===== src/rtl/calc_rr_sched.sv =====
// calc_rr_sched: round-robin command scheduler sharing the add unit (ALU1)
// and the shift unit (ALU2) among four request ports. Each port may have one
// operation in flight; a fixed-latency shadow pipeline per unit returns the
// destination port alongside the ALU result.
//
// hold_ack bit order: bit 3 = port 1 (id 0), bit 0 = port 4 (id 3),
// so a grant to port 1 reads as 4'b1000.
module calc_rr_sched #(
    parameter int ALU_LAT = 2
) (
    input  logic       c_clk,
    input  logic       reset,
    input  logic [3:0] hold1_prio_req,
    input  logic [3:0] hold2_prio_req,
    input  logic [3:0] hold3_prio_req,
    input  logic [3:0] hold4_prio_req,
    output logic [3:0] hold_ack,
    output logic [3:0] alu1_in_cmd,
    output logic [1:0] alu1_in_req_id,
    output logic [3:0] alu2_in_cmd,
    output logic [1:0] alu2_in_req_id,
    output logic       alu1_out_vld,
    output logic [1:0] alu1_out_req_id,
    output logic       alu2_out_vld,
    output logic [1:0] alu2_out_req_id,
    output logic       err_vld,
    output logic [1:0] err_req_id
);

    localparam logic [3:0] CMD_ADD = 4'd1;
    localparam logic [3:0] CMD_SUB = 4'd2;
    localparam logic [3:0] CMD_SHL = 4'd5;
    localparam logic [3:0] CMD_SHR = 4'd6;

    logic [3:0] cmd [4];
    logic [3:0] busy;
    logic [3:0] busy_next;
    logic [1:0] ptr1;
    logic [1:0] ptr2;
    logic [3:0] req1;
    logic [3:0] req2;
    logic [3:0] reqe;
    // {found, id} of the winner for each unit and for the error responder
    logic [2:0] pick1;
    logic [2:0] pick2;
    logic [2:0] picke;
    logic [3:0] ack_next;

    // Completion shadow pipelines: stage k holds the dispatch from k cycles ago
    logic       vld1_pipe [1:ALU_LAT];
    logic [1:0] id1_pipe  [1:ALU_LAT];
    logic       vld2_pipe [1:ALU_LAT];
    logic [1:0] id2_pipe  [1:ALU_LAT];

    function automatic logic is_alu1(input logic [3:0] c);
        return (c == CMD_ADD) || (c == CMD_SUB);
    endfunction

    function automatic logic is_alu2(input logic [3:0] c);
        return (c == CMD_SHL) || (c == CMD_SHR);
    endfunction

    // First requesting id scanning ptr, ptr+1, ... mod 4; ptr = 0 gives lowest id
    function automatic logic [2:0] rr_pick(input logic [3:0] req, input logic [1:0] ptr);
        logic [2:0] pick;
        logic [1:0] idx;
        pick = 3'b000;
        for (int k = 3; k >= 0; k--) begin
            idx = ptr + 2'(k);
            if (req[idx]) pick = {1'b1, idx};
        end
        return pick;
    endfunction

    assign cmd[0] = hold1_prio_req;
    assign cmd[1] = hold2_prio_req;
    assign cmd[2] = hold3_prio_req;
    assign cmd[3] = hold4_prio_req;

    assign alu1_out_vld    = vld1_pipe[ALU_LAT];
    assign alu1_out_req_id = id1_pipe[ALU_LAT];
    assign alu2_out_vld    = vld2_pipe[ALU_LAT];
    assign alu2_out_req_id = id2_pipe[ALU_LAT];

    // Classify eligible ports and pick one winner per unit plus one error responder
    always_comb begin
        req1 = 4'b0000;
        req2 = 4'b0000;
        reqe = 4'b0000;
        for (int i = 0; i < 4; i++) begin
            if ((cmd[i] != 4'd0) && !busy[i]) begin
                req1[i] = is_alu1(cmd[i]);
                req2[i] = is_alu2(cmd[i]);
                reqe[i] = !is_alu1(cmd[i]) && !is_alu2(cmd[i]);
            end
        end
        pick1 = rr_pick(req1, ptr1);
        pick2 = rr_pick(req2, ptr2);
        picke = rr_pick(reqe, 2'd0);
    end

    // Acks and busy update; a completing port is still busy, so it can never be regranted the same cycle
    always_comb begin
        ack_next  = 4'b0000;
        busy_next = busy;
        if (alu1_out_vld) busy_next[alu1_out_req_id] = 1'b0;
        if (alu2_out_vld) busy_next[alu2_out_req_id] = 1'b0;
        if (pick1[2]) begin
            ack_next[pick1[1:0]]  = 1'b1;
            busy_next[pick1[1:0]] = 1'b1;
        end
        if (pick2[2]) begin
            ack_next[pick2[1:0]]  = 1'b1;
            busy_next[pick2[1:0]] = 1'b1;
        end
        if (picke[2]) ack_next[picke[1:0]] = 1'b1;
    end

    // Registered grant stage: dispatch, ack, error response, pointers and busy flags
    always_ff @(posedge c_clk or posedge reset) begin
        if (reset) begin
            alu1_in_cmd    <= 4'd0;
            alu1_in_req_id <= 2'd0;
            alu2_in_cmd    <= 4'd0;
            alu2_in_req_id <= 2'd0;
            err_vld        <= 1'b0;
            err_req_id     <= 2'd0;
            hold_ack       <= 4'b0000;
            busy           <= 4'b0000;
            ptr1           <= 2'd0;
            ptr2           <= 2'd0;
        end else begin
            alu1_in_cmd    <= pick1[2] ? cmd[pick1[1:0]] : 4'd0;
            alu1_in_req_id <= pick1[2] ? pick1[1:0] : 2'd0;
            alu2_in_cmd    <= pick2[2] ? cmd[pick2[1:0]] : 4'd0;
            alu2_in_req_id <= pick2[2] ? pick2[1:0] : 2'd0;
            err_vld        <= picke[2];
            err_req_id     <= picke[2] ? picke[1:0] : 2'd0;
            hold_ack       <= {ack_next[0], ack_next[1], ack_next[2], ack_next[3]};
            busy           <= busy_next;
            if (pick1[2]) ptr1 <= pick1[1:0] + 2'd1;
            if (pick2[2]) ptr2 <= pick2[1:0] + 2'd1;
        end
    end

    // Completion pipelines fed from the registered dispatch; reset flushes in-flight ops
    always_ff @(posedge c_clk or posedge reset) begin
        if (reset) begin
            for (int k = 1; k <= ALU_LAT; k++) begin
                vld1_pipe[k] <= 1'b0;
                id1_pipe[k]  <= 2'd0;
                vld2_pipe[k] <= 1'b0;
                id2_pipe[k]  <= 2'd0;
            end
        end else begin
            vld1_pipe[1] <= (alu1_in_cmd != 4'd0);
            id1_pipe[1]  <= alu1_in_req_id;
            vld2_pipe[1] <= (alu2_in_cmd != 4'd0);
            id2_pipe[1]  <= alu2_in_req_id;
            for (int k = 2; k <= ALU_LAT; k++) begin
                vld1_pipe[k] <= vld1_pipe[k-1];
                id1_pipe[k]  <= id1_pipe[k-1];
                vld2_pipe[k] <= vld2_pipe[k-1];
                id2_pipe[k]  <= id2_pipe[k-1];
            end
        end
    end

endmodule


===== config.mk =====
export PLATFORM = sky130hd
export DESIGN_NAME = calc_rr_sched
export DESIGN_NICKNAME = d
export VERILOG_FILES = /design/src/rtl/calc_rr_sched.sv
export SDC_FILE = /design/constraint.sdc
export NUM_CORES = 1
export LEC_CHECK = 0
export CORE_UTILIZATION = 45
export CTS_CLUSTER_SIZE = 12
export DETAILED_ROUTE_END_ITERATION = 10
export GPL_ROUTABILITY_DRIVEN = 0
export GPL_TIMING_DRIVEN = 0
export PLACE_DENSITY = 0.76
export SLEW_MARGIN = 10
export SYNTH_ARGS = -nofsm -noshare
export SYNTH_HDL_FRONTEND = slang
export SYNTH_SLANG_ARGS = --single-unit

===== constraint.sdc =====
create_clock -name c_clk -period 2.55 [get_ports c_clk]
set_clock_uncertainty 0.2 [all_clocks]
set_input_delay 0.3825 -clock c_clk [delete_from_list [all_inputs] [get_ports c_clk]]
set_output_delay 0.3825 -clock c_clk [all_outputs]
set_load 0.01 [all_outputs]

Word-level counts from Yosys, hierarchy flattened. Index checks and enable logic that the tools add are counted.

Bits in registers: 39. Latch bits: 0. Bits in writable memories: 0. ROM bits: 0. Input port bits: 18. Output and inout port bits: 25. Memories kept: 0.

$add $sub $neg: 8. Multipliers: 0. Divide/modulo/power cells: 0. Magnitude comparators: 20. Equal/unequal tests: 16. Shift operators: 0. Mux-type cells: 68. Bitwise operators: 10. Reduce and logical (&&, ||, !) cells: 39.

Operators with widths (number): $mux 4 (13); $lt 2x3->1 const B (13); $mux 3 (12); $eq 4x3->1 const B (8); $mux 1 (25); $reduce_bool 4->1 (6); $bmux 1 s2 (8); $bmux 4 s2 (2); $eq 4x1->1 const B (4); $eq 4x2->1 const B (4); $or 4x4->4 (4); $logic_and 1x1->1 (13); $logic_not 1->1 (12); $demux 1 s2 (5); $ge 2x1->1 const B (5); $add 2x1->2 const B (4); $add 2x2->2 const B (4); $and 4x4->4 (2); $logic_or 1x1->1 (8); $not 4->4 (2); $ge 3x3->1 const B (2); $mux 2 (3); $not 2->3 (2).

Logic depth before layout (Yosys ltp). Gate-level depths: netlist of run 1.

Depth in word-level cells: 18. Mapped depth: 9. Mapped depth without buffers: 7.

Worst setup path before layout of run 1. No wires, ideal clock.

Path kind: in2reg. Start: in hold2_prio_req[0]. End: reg alu2_in_cmd[1]. Setup time: 0.123 ns. Data arrival time: 2.050 ns. Required time: 2.227 ns. Setup slack: 0.177 ns. Cell stages on the path: 7. Cell sequence: xnor2_1 > or4b_2 > a21boi_0 > o211a_1 > buf_4 > mux2_2 > o2bb2ai_1.

Longest elaborated chain between the ends: 14. Elaborated cells on any way between the ends: 23.

RTL lines: start, declared (line 14) `input logic [3:0] hold2_prio_req,`; $eq 4x3->1 or $reduce_bool 4->1 (tied branches) (line 60, 91); $logic_or 1x1->1 or $logic_and 1x1->1 (tied branches) (line 60, 91); $mux 1 * (line 91) `if ((cmd[i] != 4'd0) && !busy[i]) begin`; $bmux 1 s2 (line 70) `if (req[idx]) pick = {1'b1, idx};`; $mux 1 (implied by the code) (line 70); $mux 3 (3 in a row) (line 70); $mux 3 * (line 70); $not 2->3 (implied by the code) (line 135) `alu2_in_cmd <= pick2[2] ? cmd[pick2[1:0]] : 4'd0;`; $bmux 4 s2 (line 135); $mux 4 (implied by the code) (2 in a row) (line 135); $mux 4 * (line 135); end signal, assigned (line 135); end, declared (line 20) `output logic [3:0] alu2_in_cmd,`.

Every way passes the cells marked *; elsewhere a longest branch is shown, timed or not. The select of a mux whose other input is x is not followed. A chain may end at the register's enable or synchronous reset.

Worst setup path after layout of run 1.
Start: in hold2_prio_req[3]. End: reg alu2_in_cmd[1].

Same word-level chain as after synthesis.

==> Implementation_results.wiki, run 1 <==
{| class="wikitable"
! Metric !! Value
|-
| Detailed router's first-iteration violation count || 42
|-
| Worst supply voltage drop on vdd || 0.305 mV
|-
| Number of nets in the layout || 243
|-
| Req. time, crit path || 2.52 ns
|-
| Count of unique library cells instantiated by Yosys || 41
|-
| Global-route total usage across every layer || 21.5%
|-
| Slew at the pin closest to its max-slew limit || 0.742 ns
|-
| Hold-fix buffers, CTS || 0
|-
| Area enclosed by the die boundary || 0.00433 sq mm
|-
| Most Used Layer, Global Route || met2
|-
| Critical hold path startpoint || id2_pipe[3]
|-
| Area fraction of the dominant cell type after synthesis || 53.3%
|-
| Maximum clock frequency || 405 MHz
|-
| Mean instance size in the synthesized netlist || 10.6 sq um
|-
| Drt first pass iters || 4
|-
| Vias in the first global route || 1,462
|-
| Number of rows created at floorplan || 22
|-
| CTS clk-pin slew, worst paths || 0.07 ns
|-
| Global-route met1 utilization || 28.6%
|-
| Main synth FF type || sky130_fd_sc_hd__dfrtp_1
|-
| Library cell used as clock root buffer || sky130_fd_sc_hd__clkbuf_8
|-
| Vias after detailed routing || 1,526
|-
| Max-slew headroom at the worst pin || 50.5%
|-
| Hold Fails Final Rpt || 0
|-
| Pwr/cell area || 821 mW/mm^2
|-
| Critical path start-end classification || in -> reg
|-
| Element type at the critical path start || primary input
|-
| Arrival time of the worst setup path || 2.44 ns
|-
| Count of flip-flops with a built-in enable after synthesis || 0
|-
| Die X-Extent || 65.8 um
|-
| Pin count of the biggest net entering global routing || 40
|-
| Sequential cell area fraction in the yosys report || 53.3%
|-
| Worst R2R Start || busy[0]
|-
| Count of pins over their slew limit || 0
|-
| Half-perimeter wire length after detailed placement || 3070 um
|-
| Average wire per cell in the routed design || 14.7 um
|-
| RSZ-0062 raised after global routing || false
|-
| Final hold slack || 0.149 ns
|-
| Total design power || 2030 uW
|-
| Antenna Diode Count || 0
|-
| Top cell type by total area after synthesis || sky130_fd_sc_hd__dfrtp_1
|-
| Reg2Reg Capture Point || busy[0]
|-
| Status || finished clean
|-
| Synth-to-layout area growth || 34.8%
|-
| Seq cells post-synth || 39
|-
| Congestion Overflow GR || 0
|-
| TritonCTS clock tree || built
|-
| Die outline height || 65.8 um
|-
| Drt drc || 0
|-
| WHS Path Cells || 0
|-
| Initial Utilization || 48.6%
|-
| Hold EP || alu2_out_req_id[1]
|-
| Leading cell types by total area after synthesis || sky130_fd_sc_hd__dfrtp_1 (53%), sky130_fd_sc_hd__nor2_1 (3.5%), sky130_fd_sc_hd__a21oi_1 (3.3%)
|-
| Count of port buffers added during placement || 42
|-
| Maximum root-to-sink buffer count || 2
|-
| Global Route met3 Usage || 3.79%
|-
| Share of flip-flops with an asynchronous set or reset after synthesis || 100%
|-
| Avg Vias per Cell || 5.57
|-
| CP max FO || 10
|-
| Setup slack of the most critical reg-to-reg path || 0.25 ns
|-
| TritonCTS Sinks || 39
|-
| Cell count of the worst reg-to-reg path || 8
|-
| Final number of setup-violating endpoints || 0
|-
| Minimum clock period || 2.47 ns
|-
| Cell area after technology mapping || 0.00183 sq mm
|-
| GRT met2 Usage || 33.0%
|-
| Core Region || 0.00377 sq mm
|-
| I/O pin count || 43
|-
| Number of warnings reported in the yosys synthesis log || 0
|-
| Initial antenna violation count || 0
|-
| Crit end category || register
|-
| Leakage component of the power || 0.00105 uW
|-
| Global-route wire length before repair || 6730 um
|-
| Later-pin clock latency in the skew report || 0.28 ns
|-
| Count of max-cap constraint violations || 0
|-
| Total Wirelength || 4020 um
|-
| CTS buffer count || 5
|-
| Antenna violation net count after detailed routing || 0
|-
| Filler cell count || 276
|-
| Cells after Synth || 172
|-
| Share of post-route cells with drive strength above 1 || 15.9%
|-
| Maximum level of the CTS H-tree || 2
|-
| Worst hold path type || reg -> reg
|-
| Final worst-path cycle share || 96.7%
|}
report_power, final:
part	switching, uW	total [uW]	internal, uW
registers	124	906	782
clock network	190	381	191
logic	363	740	377
state kept, by name (all words and copies together), names as in the netlist, 4 cells and up:
| signal | cells |
|---|---|
| alu1_in_cmd | 4 |
| alu2_in_cmd | 4 |
| busy | 4 |
| hold_ack | 4 |
cell type report:
class                   count  area (sq um)  area share (%)
flip-flops and latches     39           976            39.5
multi-input cells         120           833            33.7
repair buffers             44           432            17.5
clock buffers               7          76.3            3.09
plain buffers               8          61.3            2.48
well taps                  48          60.1            2.43
inverters                   7          26.3            1.06
clock inverters             1          5.00           0.203
metal layers:
| layer | part of all wire (%) | vias to the layer above |
|---|---|---|
| met5 | 0 | - |
| met4 | 3.1 | 0 |
| met3 | 5.4 | 13 |
| met2 | 47 | 63 |
| met1 | 45 | 730 |
| li1 | - | 720 |
how the worst max path moves through the flow:
stage	start	end	slack, ns	depth (start not counted)
3_3_place_gp	hold2_prio_req[1]	alu2_in_cmd[1]	-0.46	8
3_5_place_dp	hold2_prio_req[1]	alu2_in_cmd[1]	-0.55	8
4_1_cts	hold4_prio_req[0]	alu1_in_cmd[0]	0.01	8
5_1_grt	hold1_prio_req[1]	busy[0]	0.003	9
2_1_floorplan	hold2_prio_req[0]	alu2_in_cmd[1]	0.18	7
6_report	hold2_prio_req[3]	alu2_in_cmd[1]	0.08	7
synthesized netlist by cell type (2+ instances only):
library cell                number
sky130_fd_sc_hd__xnor2_1         3
sky130_fd_sc_hd__o21ai_0         6
sky130_fd_sc_hd__o211ai_1        4
sky130_fd_sc_hd__a2bb2oi_1       2
sky130_fd_sc_hd__nand2b_1        6
sky130_fd_sc_hd__a2111oi_2       2
sky130_fd_sc_hd__o221ai_1        2
sky130_fd_sc_hd__a21boi_0        2
sky130_fd_sc_hd__or4_1           4
sky130_fd_sc_hd__o2bb2ai_1       2
sky130_fd_sc_hd__nor2_1         17
sky130_fd_sc_hd__dfrtp_1        39
sky130_fd_sc_hd__nor3_1          3
sky130_fd_sc_hd__inv_1           7
sky130_fd_sc_hd__buf_4           5
sky130_fd_sc_hd__nand2_1        15
sky130_fd_sc_hd__a21oi_1        12
sky130_fd_sc_hd__nor3b_1         3
sky130_fd_sc_hd__nand3_1         6
sky130_fd_sc_hd__mux2i_1         6
sky130_fd_sc_hd__nor4b_1         2
sky130_fd_sc_hd__or4b_2          2
sky130_fd_sc_hd__or2_2           3
sky130_fd_sc_hd__buf_2           2
cells in the final DEF (no fill, tap or decap), types with 3 or more instances in the layout:
cell type / n
sky130_fd_sc_hd__buf_4: 8
sky130_fd_sc_hd__nor3_1: 3
sky130_fd_sc_hd__mux2i_1: 6
sky130_fd_sc_hd__clkdlybuf4s50_1: 34
sky130_fd_sc_hd__nand3_1: 6
sky130_fd_sc_hd__dfrtp_1: 39
sky130_fd_sc_hd__xnor2_1: 3
sky130_fd_sc_hd__nand2b_1: 6
sky130_fd_sc_hd__dlygate4sd2_1: 5
sky130_fd_sc_hd__o211ai_1: 4
sky130_fd_sc_hd__a21oi_1: 12
sky130_fd_sc_hd__inv_1: 6
sky130_fd_sc_hd__nor2_1: 17
sky130_fd_sc_hd__or2_2: 3
sky130_fd_sc_hd__conb_1: 3
sky130_fd_sc_hd__nand2_1: 15
sky130_fd_sc_hd__o21ai_0: 6
sky130_fd_sc_hd__clkbuf_8: 5
critical path, stage by stage:
cell and delay (ns):
sky130_fd_sc_hd__clkdlybuf4s50_1 0.50, sky130_fd_sc_hd__or4b_4 0.60, sky130_fd_sc_hd__a21boi_1 0.17, sky130_fd_sc_hd__o211a_1 0.15
sky130_fd_sc_hd__buf_4 0.17, sky130_fd_sc_hd__mux2_2 0.35, sky130_fd_sc_hd__o2bb2ai_1 0.12
logic make-up after synthesis:
family | count (synthesis) | synth area share (%)
mux | 7 | 3.89
buf+inv | 15 | 4.65
flops | 39 | 53.3
other cells | 1 | 0.205
simple gates | 65 | 18.8
compound gates | 41 | 17.3
xor+xnor | 4 | 1.91
per-stage QoR:
step | setup slack (ns) | instance area, sq um | TNS [ns] | std cells | util, %
global placement | -0.464 | 2320 | -5.35 | 264 | 61.5
floorplan | 0.177 | 1840 | 0 | 174 | -
CTS | 0.0132 | 2440 | 0 | 274 | 64.8
detailed placement | -0.549 | 2320 | -6.81 | 264 | 61.5
global route | 0.00349 | 2470 | 0 | 274 | 65.5
finish | 0.0832 | 2470 | 0 | 274 | 65.5
timing repair:
item                       4_1_cts  5_1_grt
cloned                           0        0
pin swaps                        1        3
gates resized for setup         14        8
setup endpoints to repair       14       12
buffers inserted                 2        0
Power figures use the tool's default switching activity.
==> run 2: changes to the inputs <==
- SETUP_SLACK_MARGIN: not set -> 0.02
==> Implementation_results.wiki, run 2 (synthesized netlist as in run 1, its figures left out) <==
{| class="wikitable"
! Metric !! Value
|-
| Most frequent standard cell in the layout excluding fill and tap cells || sky130_fd_sc_hd__dfrtp_1
|-
| Antenna Diode Count || 0
|-
| CTS buffer count || 5
|-
| Initial Utilization || 48.6%
|-
| Global-route total usage across every layer || 21.6%
|-
| Core Region || 0.00377 sq mm
|-
| Die outline height || 65.8 um
|-
| Hold-fix buffers, CTS || 0
|-
| Average wire per cell in the routed design || 14.8 um
|-
| Hold Fails Final Rpt || 0
|-
| Share of post-route cells with drive strength above 1 || 16.4%
|-
| Final worst-path cycle share || 95.6%
|-
| Count of port buffers added during placement || 42
|-
| Cell count of the worst reg-to-reg path || 7
|-
| RSZ-0062 raised after global routing || false
|-
| Vias after detailed routing || 1,534
|-
| Drt drc || 0
|-
| Pwr/cell area || 817 mW/mm^2
|-
| Slew at the pin closest to its max-slew limit || 0.741 ns
|-
| CP max FO || 6
|-
| Maximum clock frequency || 410 MHz
|-
| Drt first pass iters || 4
|-
| Count of pins over their slew limit || 0
|-
| Initial antenna violation count || 0
|-
| Most frequent cells in the layout || sky130_fd_sc_hd__dfrtp_1 (39), sky130_fd_sc_hd__clkdlybuf4s50_1 (31), sky130_fd_sc_hd__nor2_1 (17)
|-
| WHS Path Cells || 0
|-
| Reg2Reg Capture Point || busy[0]
|-
| Global-route wire length before repair || 6780 um
|-
| Post-placement worst setup slack || -0.549 ns
|-
| Avg Vias per Cell || 5.60
|-
| Final number of setup-violating endpoints || 0
|-
| I/O pin count || 43
|-
| Vias in the first global route || 1,473
|-
| Share of the core filled with cells || 65.8%
|-
| Half-perimeter wire length after detailed placement || 3070 um
|-
| Minimum clock period || 2.44 ns
|-
| Worst supply voltage drop on vdd || 0.301 mV
|-
| Setup WS post-layout || 0.113 ns
|-
| Filler cell count || 279
|-
| Synth-to-layout area growth || 35.5%
|-
| Number of nets in the layout || 243
|-
| Maximum level of the CTS H-tree || 2
|-
| Antenna violation net count after detailed routing || 0
|-
| Pin count of the biggest net entering global routing || 40
|-
| Critical hold path startpoint || id2_pipe[3]
|-
| Later-pin clock latency in the skew report || 0.28 ns
|-
| Req. time, crit path || 2.51 ns
|-
| CTS clk-pin slew, worst paths || 0.07 ns
|-
| Count of max-cap constraint violations || 0
|-
| Area enclosed by the die boundary || 0.00433 sq mm
|-
| Worst R2R Start || busy[2]
|-
| Library cell used as clock root buffer || sky130_fd_sc_hd__clkbuf_8
|-
| Element type at the critical path start || primary input
|-
| Number of rows created at floorplan || 22
|-
| Crit end category || register
|-
| Leakage component of the power || 0.00107 uW
|-
| Max-slew headroom at the worst pin || 50.5%
|-
| Total Wirelength || 4050 um
|-
| TritonCTS clock tree || built
|-
| Setup slack of the most critical reg-to-reg path || 0.25 ns
|-
| TritonCTS Sinks || 39
|-
| Worst setup path start || hold3_prio_req[3]
|-
| Worst hold path type || reg -> reg
|-
| Hold EP || alu2_out_req_id[1]
|-
| Congestion Overflow GR || 0
|-
| Die X-Extent || 65.8 um
|-
| Status || finished clean
|-
| Maximum root-to-sink buffer count || 2
|-
| Arrival time of the worst setup path || 2.39 ns
|-
| Critical path start-end classification || in -> reg
|-
| Detailed router's first-iteration violation count || 50
|}
run 2: repair_timing:
| item | CTS | global route |
|---|---|---|
| cloned | 0 | 0 |
| setup endpoints to repair | 14 | 13 |
| gates resized for setup | 15 | 11 |
| pin swaps | 1 | 2 |
| setup buffers | 2 | 0 |
run 2: report_power, final:
group / switching, uW / internal [uW] / leakage, uW / total [uW]
registers: 123 / 782 / 0.000485 / 905
logic: 367 / 377 / 0.000547 / 744
clock network: 189 / 191 / 0.0000422 / 380
total: 678 / 1350 / 0.00107 / 2030
run 2: stage by stage:
stage	setup TNS, ns	area [sq um]	hold WS (ns)	total power [uW]	std cells
global placement	-5.35	2320	0.135	1590	264
global route	0	2480	0.167	2150	274
finish	0	2480	0.150	2030	274
CTS	0	2450	0.147	2030	274
floorplan	0	1840	0.131	1290	174
detailed placement	-6.81	2320	0.135	1620	264
run 2: area by class of cell:
type	count	area [sq um]	share of cell area, %
tap	48	60.1	2.42
inverter	7	26.3	1.06
sequential	39	976	39.3
multi-input combinational	120	838	33.8
clock buffer	7	76.3	3.07
buffer	8	61.3	2.47
timing repair buffer	44	439	17.7
clock inverter	1	5.00	0.202
run 2: worst max-delay path, cell delays in order:
cell                              delay (ns)
sky130_fd_sc_hd__clkdlybuf4s50_1        0.45
sky130_fd_sc_hd__or4_4                  0.53
sky130_fd_sc_hd__buf_4                  0.17
sky130_fd_sc_hd__nand2_1                0.10
sky130_fd_sc_hd__nand3_1                0.10
sky130_fd_sc_hd__a31oi_2                0.30
sky130_fd_sc_hd__o32a_1                 0.25
sky130_fd_sc_hd__o21ai_0                0.10
run 2: how the worst max path moves through the flow:
stage	endpoint	cells past startpoint
floorplan	alu2_in_cmd[1]	7
global route	busy[0]	9
global placement	alu2_in_cmd[1]	8
finish	busy[0]	8
CTS	alu1_in_cmd[1]	8
detailed placement	alu2_in_cmd[1]	8
run 2: routing by layer:
layer	GRT usage (%)	part of all wire (%)	vias up
li1	-	-	719
met1	28.7	46	730
met2	33.4	46	72
met3	3.79	5.1	13
met4	12.0	2.9	0
met5	0	0	-
